**config.mk**
```make
export PLATFORM = sky130hd
export DESIGN_NAME = logic_shift_unit
export DESIGN_NICKNAME = d
export VERILOG_FILES = /design/src/rtl/logic_shift_unit.sv
export SDC_FILE = /design/constraint.sdc
export NUM_CORES = 1
export LEC_CHECK = 0
export BUFFER_PORTS_ARGS = -buffer_cell sky130_fd_sc_hd__buf_2
export CAP_MARGIN = 20
export CORE_UTILIZATION = 49
export CTS_CLUSTER_SIZE = 40
export DETAILED_ROUTE_END_ITERATION = 10
export HOLD_SLACK_MARGIN = 0.06
export PLACE_DENSITY = 0.87
export SLEW_MARGIN = 20
export SYNTH_ARGS = -nofsm -noshare
export SYNTH_HDL_FRONTEND = slang
export SYNTH_SLANG_ARGS = --single-unit
```
**constraint.sdc**
```tcl
create_clock -name Clk -period 1.5 [get_ports Clk]
set_input_delay 0.3 -clock Clk [delete_from_list [all_inputs] [get_ports Clk]]
set_output_delay 0.3 -clock Clk [all_outputs]
set_load 0.1 [all_outputs]
```
**src/rtl/logic_shift_unit.sv**
```systemverilog
// Logic/rotate execution unit: single-cycle bitwise ops and a serial one-bit-per-cycle rotator,
// with a valid/ready handshake on both sides and zero/parity flags on the held result.
module logic_shift_unit #(
  parameter int unsigned WIDTH = 16
) (
  input  logic             Clk,
  input  logic             RST,
  input  logic [WIDTH-1:0] A,
  input  logic [WIDTH-1:0] B,
  input  logic [2:0]       Logic_FUN,
  input  logic             In_Valid,
  output logic             In_Ready,
  output logic [WIDTH-1:0] Logic_OUT,
  output logic             Logic_Flag,
  input  logic             Out_Ready,
  output logic             Zero_Flag,
  output logic             Parity_Flag
);

  localparam int unsigned SHW = $clog2(WIDTH);

  typedef enum logic [1:0] {
    StIdle,
    StRot,
    StHold
  } state_e;

  state_e           state_q, state_d;
  logic [WIDTH-1:0] work_q, work_d;
  logic [SHW-1:0]   cnt_q, cnt_d;
  logic             dir_q, dir_d;

  logic [WIDTH-1:0] result;
  logic [SHW-1:0]   rot_n;
  logic             is_rot;
  logic             in_ready;
  logic             accept;
  logic             hold;

  assign rot_n  = B[SHW-1:0];
  assign is_rot = (Logic_FUN[2:1] == 2'b11);

  // Rotates by a non-zero count go through the serial path; a zero-count rotate is A itself.
  always_comb begin
    result = '0;
    case (Logic_FUN)
      3'b000:  result = A & B;
      3'b001:  result = A | B;
      3'b010:  result = ~(A & B);
      3'b011:  result = ~(A | B);
      3'b100:  result = A ^ B;
      3'b101:  result = ~(A ^ B);
      default: result = A;
    endcase
  end

  always_comb begin
    in_ready = 1'b0;
    case (state_q)
      StIdle:  in_ready = 1'b1;
      StHold:  in_ready = Out_Ready;
      default: in_ready = 1'b0;
    endcase
  end

  assign accept = In_Valid & in_ready;

  always_comb begin
    state_d = state_q;
    work_d  = work_q;
    cnt_d   = cnt_q;
    dir_d   = dir_q;

    case (state_q)
      StRot: begin
        work_d = dir_q ? {work_q[0], work_q[WIDTH-1:1]} : {work_q[WIDTH-2:0], work_q[WIDTH-1]};
        cnt_d  = cnt_q - 1'b1;
        if (cnt_q == SHW'(1)) begin
          state_d = StHold;
        end
      end
      StHold: begin
        if (Out_Ready && !In_Valid) begin
          state_d = StIdle;
        end
      end
      default: ;
    endcase

    // Acceptance only happens in StIdle/StHold, so it never collides with the StRot update.
    if (accept) begin
      dir_d = Logic_FUN[0];
      if (is_rot && (rot_n != '0)) begin
        state_d = StRot;
        work_d  = A;
        cnt_d   = rot_n;
      end else begin
        state_d = StHold;
        work_d  = result;
        cnt_d   = '0;
      end
    end
  end

  always_ff @(posedge Clk or negedge RST) begin
    if (!RST) begin
      state_q <= StIdle;
      work_q  <= '0;
      cnt_q   <= '0;
      dir_q   <= 1'b0;
    end else begin
      state_q <= state_d;
      work_q  <= work_d;
      cnt_q   <= cnt_d;
      dir_q   <= dir_d;
    end
  end

  assign hold        = (state_q == StHold);
  assign In_Ready    = in_ready;
  assign Logic_Flag  = hold;
  assign Logic_OUT   = hold ? work_q : '0;
  assign Zero_Flag   = hold & (work_q == '0);
  assign Parity_Flag = hold & (^work_q);

endmodule

```
---- After elaboration in Yosys (flattened, before gate mapping) ----
Index checks and enable logic that the tools add are counted.
cells by class
  add/sub/neg operators ................... 1
  equal/unequal tests ..................... 11
  muxes and demuxes ....................... 15
  bitwise gates (word level) .............. 9
  reduce and logical (&&, ||, !) cells .... 11
operators with widths
  operator             number
  $pmux 16 s6          1
  $mux 16              5
  $not 16->16          3
  $and 16x16->16       1
  $logic_not 16->1     1
  $or 16x16->16        1
  $reduce_xor 16->1    1
  $xor 16x16->16       1
  $mux 4               3
  $mux 2               4
  $eq 3x2->1 const B   2
  $eq 3x3->1 const B   2
  $eq 2x2->1 const B   2
  $eq 4x1->1 const B   1
  $pmux 2 s2           1
  $reduce_bool 4->1    1
  $sub 4x1->4 const B  1
  $and 1x1->1          3
  $eq 3x1->1 const B   1
  $logic_not 3->1      1
  $ne 3x2->1 const B   1
  $ne 3x3->1 const B   1
  $reduce_and 3->1     1
  $reduce_bool 3->1    1
  other kinds (6)      7
storage, ports and cells
  flip-flop bits (word level) ............. 23

---- Depth between registers and ports, before layout ----
  depth in word-level cells ............... 5
  depth in mapped cells ................... 7
  mapped depth without buffers ............ 6

---- Least setup slack after synthesis ----
OpenSTA, ideal clock, no wires.
  kind .................................... register to output
  start point ............................. register state_q[0]
  end point ............................... output Zero_Flag
  arrival time ............................ 2891 ps
  path slack .............................. -1691 ps
  stages on the path, launching flop included .. 5
  path buffers ............................ 1
  cells stage by stage .................... dfrtp_1 -> nor2b_1 -> clkbuf_1 -> nand3_1 -> nor3_1
on the way
  word-level cells in the longest chain between the ends .. 2
ends and longest elaborated chain
  element                 RTL line  text
  start, declared         28        state_e state_q, state_d;
  start signal, assigned  107       state_q <= StIdle;
  start signal, assigned  112       state_q <= state_d;
  $eq 2x2->1              119       assign hold = (state_q == StHold);
  $and 1x1->1             123       assign Zero_Flag = hold & (work_q == '0);
  end, declared           16        output logic Zero_Flag,
Every way passes these cells.

---- Final worst setup path ----
  start point ............................. register work_q[2]
  end point ............................... output Parity_Flag
on the way
  word-level cells in the longest chain between the ends .. 2
ends and longest elaborated chain
  element                 RTL line  text
  start, declared         29        logic [WIDTH-1:0] work_q, work_d;
  start signal, assigned  113       work_q <= work_d;
  $reduce_xor 16->1       124       assign Parity_Flag = hold & (^work_q);
  $and 1x1->1             124
  end, declared           17        output logic Parity_Flag
Every way passes these cells.

==> PnR_summary.wiki <==
{| class="wikitable"
! Metric !! Value
|-
| DP Worst Slack || -477 ps
|-
| Worst max-slew margin expressed relative to the limit || 58.3%
|-
| Setup ws final || -831 ps
|-
| Drt pass-1 iters || 6
|-
| Placed cell count || 582
|-
| Worst Max-Slew Pin Slew || 625 ps
|-
| Outcome || finished, violations left
|-
| Clk sink count || 23
|-
| Remaining design rule violation count || 0
|-
| Per-instance average area after synthesis || 8.15 µm²
|-
| Number of max-cap violations || 0
|-
| Area of the die || 6700 µm²
|-
| Number of antenna violations at the first check in global routing || 1
|-
| WL final || 13600 µm
|-
| Total count of hold-check failures in the final report || 0
|-
| Pwr dens || 1830 nW/µm²
|-
| Initial standard-cell utilization of the core || 51.8%
|-
| Avg Vias per Cell || 6.31
|-
| Violations in the final reports || setup timing
|-
| Delay contributed by the slowest stage of the critical path || 410 ps
|-
| Multiplexer share of the synthesized area || 5.49%
|-
| Number of placement rows || 28
|-
| Largest net degree at the start of global routing || 30
|-
| Area fraction in compound gates after synthesis || 16.2%
|-
| Share of the yosys chip area belonging to registers || 18.4%
|-
| Buffer depth of the longest clock path || 2
|-
| I/O pin count || 59
|-
| Netlist Area Pre-Place || 3120 µm²
|-
| Clk_lat worst skew || 290 ps
|-
| Area post-placement || 4360 µm²
|-
| Number of buffers inserted by port buffering || 58
|-
| Std-Cell Core Area || 6030 µm²
|-
| Type of destination of the critical path || primary output
|-
| Maximum frequency from static timing analysis || 0.429 GHz
|-
| Share of async-settable or async-resettable flops after synthesis || 100%
|-
| Total congestion overflow after global routing || 0
|-
| Total global-route track usage || 35.5%
|-
| First-iteration detailed-routing DRC count || 506
|-
| Share of synthesized cell area in and, or, nand and nor gates || 21.9%
|-
| Worst Path Class, Setup || reg2out
|-
| RSZ-0062 raised after global routing || true
|-
| Required time at the worst-slack endpoint || 1200 ps
|-
| Critical-path top delay cell || sky130_fd_sc_hd__dfrtp_1
|-
| Final cycle utilization of the critical path || 155%
|-
| Synthesized-area fraction occupied by adder cells || 16.8%
|-
| Fin nets || 609
|-
| Number of antenna-violating nets in the routed design || 0
|-
| Number of buffers inserted during clock tree synthesis || 3
|-
| XOR/XNOR Fraction of Synth Area || 7.01%
|-
| Number of H-tree branching levels || 1
|-
| Wire length of the first global-routing pass || 17700 µm
|-
| Hold/Removal Path Class || in2reg
|-
| Clock slew at reported path FFs || 100 ps
|-
| Largest fanout on the critical path || 2
|-
| Number of nets in the synthesized netlist || 464
|-
| Skew final || 4.05 ps
|-
| Final standard cell count with taps included and fillers excluded || 603
|-
| Most used flip-flop cell after synthesis || sky130_fd_sc_hd__dfrtp_1
|-
| Vias || 3807
|-
| Leak || 2.42 nW
|-
| Syn-to-layout area delta || 61.1%
|-
| HPWL after DPL || 7220 µm
|-
| CP Launch Type || flip-flop
|-
| Min cycle time layout || 2330 ps
|-
| CP Data Arrival Time || 2030 ps
|-
| Routability Congestion || 0.852
|-
| Warnings, synthesis || 0
|-
| Final-report setup violation count || 39
|-
| Number of distinct library cells after synthesis || 43
|-
| Max Transition Viols Final || 0
|-
| CTS root buf || sky130_fd_sc_hd__clkbuf_8
|-
| Final Cell Area || 5030 µm²
|-
| Routed wirelength normalized by instance count || 22.5 µm
|-
| Number of instances in the synthesized netlist || 383
|-
| Width of the die || 81.8 µm
|-
| Share of final-layout standard cells stronger than drive strength 1 || 50.1%
|-
| EDFF count, synth || 0
|-
| Yosys reg bits || 23
|-
| Die outline height || 81.8 µm
|-
| Via count of the first global-routing pass || 3663
|-
| Peak ir drop on the vdd network || 1980 µV
|-
| Critical path, cell by cell || inv_1 > ha_4 > xnor2_4 > xnor2_2 > xnor2_1 > and2_4 > buf_12
|-
| Main combinational cell family by area after synthesis || simple AND/OR/NAND/NOR gates
|-
| TritonCTS clock tree || built
|}
-- routing by layer --
layer | global-route usage [%] | vias to the layer above | wire (µm)
met1 | 38.3 | 1759 | 4730
met2 | 64.4 | 348 | 6380
met4 | 20.9 | 0 | 1230
met5 | 0 | - | 0
met3 | 6.22 | 127 | 1250
li1 | - | 1573 | -
-- cell usage after synthesis, drive strengths merged (4+ instances only) --
library cell / number / area [µm²]
inv: 51 / 191
ha: 42 / 526
o221ai: 14 / 123
nand2: 34 / 130
nor3b: 14 / 130
a2111oi: 14 / 161
a21oi: 10 / 50.1
xnor2: 22 / 193
clkbuf: 8 / 80.1
mux2i: 16 / 160
buf: 14 / 151
and2: 18 / 114
o21ai: 21 / 105
nand2b: 4 / 25.0
nor2: 49 / 184
dfrtp: 23 / 576
nor2b: 8 / 50.1
-- worst max-delay path, delay by kind of cell (launching register included) --
| family | cells | cell delay, ps |
|---|---|---|
| xor+xnor | 3 | 480 |
| fa+ha+maj | 1 | 280 |
| buf+inv | 2 | 370 |
| flops | 1 | 410 |
| simple gates | 1 | 190 |
-- layout by cell type, fill, tap and decap left out, types with 4 or more instances in the layout --
master | synthesis | final
sky130_fd_sc_hd__o21ai_0 | 18 | 16
sky130_fd_sc_hd__and2_4 | 0 | 17
sky130_fd_sc_hd__a21oi_1 | 10 | 8
sky130_fd_sc_hd__buf_4 | 1 | 86
sky130_fd_sc_hd__buf_12 | 1 | 28
sky130_fd_sc_hd__buf_2 | 3 | 38
sky130_fd_sc_hd__xnor2_2 | 0 | 4
sky130_fd_sc_hd__xnor2_1 | 22 | 16
sky130_fd_sc_hd__dfrtp_1 | 23 | 23
sky130_fd_sc_hd__mux2i_1 | 16 | 16
sky130_fd_sc_hd__nor2_1 | 49 | 48
sky130_fd_sc_hd__inv_2 | 0 | 7
sky130_fd_sc_hd__buf_6 | 7 | 7
sky130_fd_sc_hd__a2111oi_2 | 5 | 9
sky130_fd_sc_hd__nor3b_2 | 5 | 5
sky130_fd_sc_hd__nor3b_1 | 9 | 9
sky130_fd_sc_hd__nand2_2 | 1 | 14
sky130_fd_sc_hd__ha_4 | 0 | 8
sky130_fd_sc_hd__inv_1 | 51 | 44
sky130_fd_sc_hd__o221ai_2 | 0 | 14
sky130_fd_sc_hd__nand2_1 | 33 | 18
sky130_fd_sc_hd__a2111oi_1 | 6 | 5
sky130_fd_sc_hd__ha_1 | 42 | 34
sky130_fd_sc_hd__o21ai_1 | 3 | 5
sky130_fd_sc_hd__nor2b_1 | 8 | 4
-- kinds of logic after synthesis --
kind of cell	Yosys count
flops	23
xor+xnor	25
fa+ha+maj	42
buf+inv	74
mux	17
compound gates	67
simple gates	135
-- state kept, by name, indices dropped and copies added, names as in the netlist --
name / count
cnt_q: 4
dir_q: 1
state_q: 2
work_q: 16
-- final cells by class --
type / count / area (µm²)
clock inverters: 1 / 7.51
well taps: 75 / 93.8
repair buffers: 163 / 1560
clock buffers: 3 / 41.3
fillers: 289 / 995
inverters: 51 / 191
flip-flops and latches: 23 / 576
diodes: 1 / 2.50
multi-input cells: 286 / 2560
-- final timing paths --
kind / slack [ps] / endpoint / depth (start not counted) / startpoint
setup / recovery: -830 / Parity_Flag / 7 / work_q[2]
hold / removal: 280 / state_q[1] / 3 / In_Valid
setup reg to reg: -130 / work_q[9] / 7 / state_q[0]
hold reg to reg: 530 / cnt_q[1] / 2 / cnt_q[1]
max in group asynchronous: 530 / work_q[9] / 2 / RST
min in group asynchronous: 570 / cnt_q[1] / 2 / RST
-- metrics by stage --
step           power, mW  hold slack, ps  utilization (%)  TNS (ps)
2_1_floorplan       4.61            4.41                -     -3680
3_3_place_gp        6.16             288             72.4     -3530
3_5_place_dp        6.47             307             72.4     -4730
4_1_cts             7.81             291             79.5     -5290
5_1_grt             9.49             298             83.5     -9100
6_report            9.19             276             83.5     -7250
-- power by group --
part	internal (mW)	switching, mW	total [mW]
clock network	0.190	0.257	0.447
logic	3.52	4.12	7.64
registers	0.882	0.226	1.11
total	4.59	4.60	9.19
-- what timing repair did --
action                     4_1_cts  5_1_grt
gates cloned                     3        0
hold endpoints to repair        23        0
gates resized for setup         50       49
buffers inserted                10        7
setup endpoints to repair       28       42
pin swaps                       17       14
hold buffers                     1        0
(Power assumes the default switching activity.)
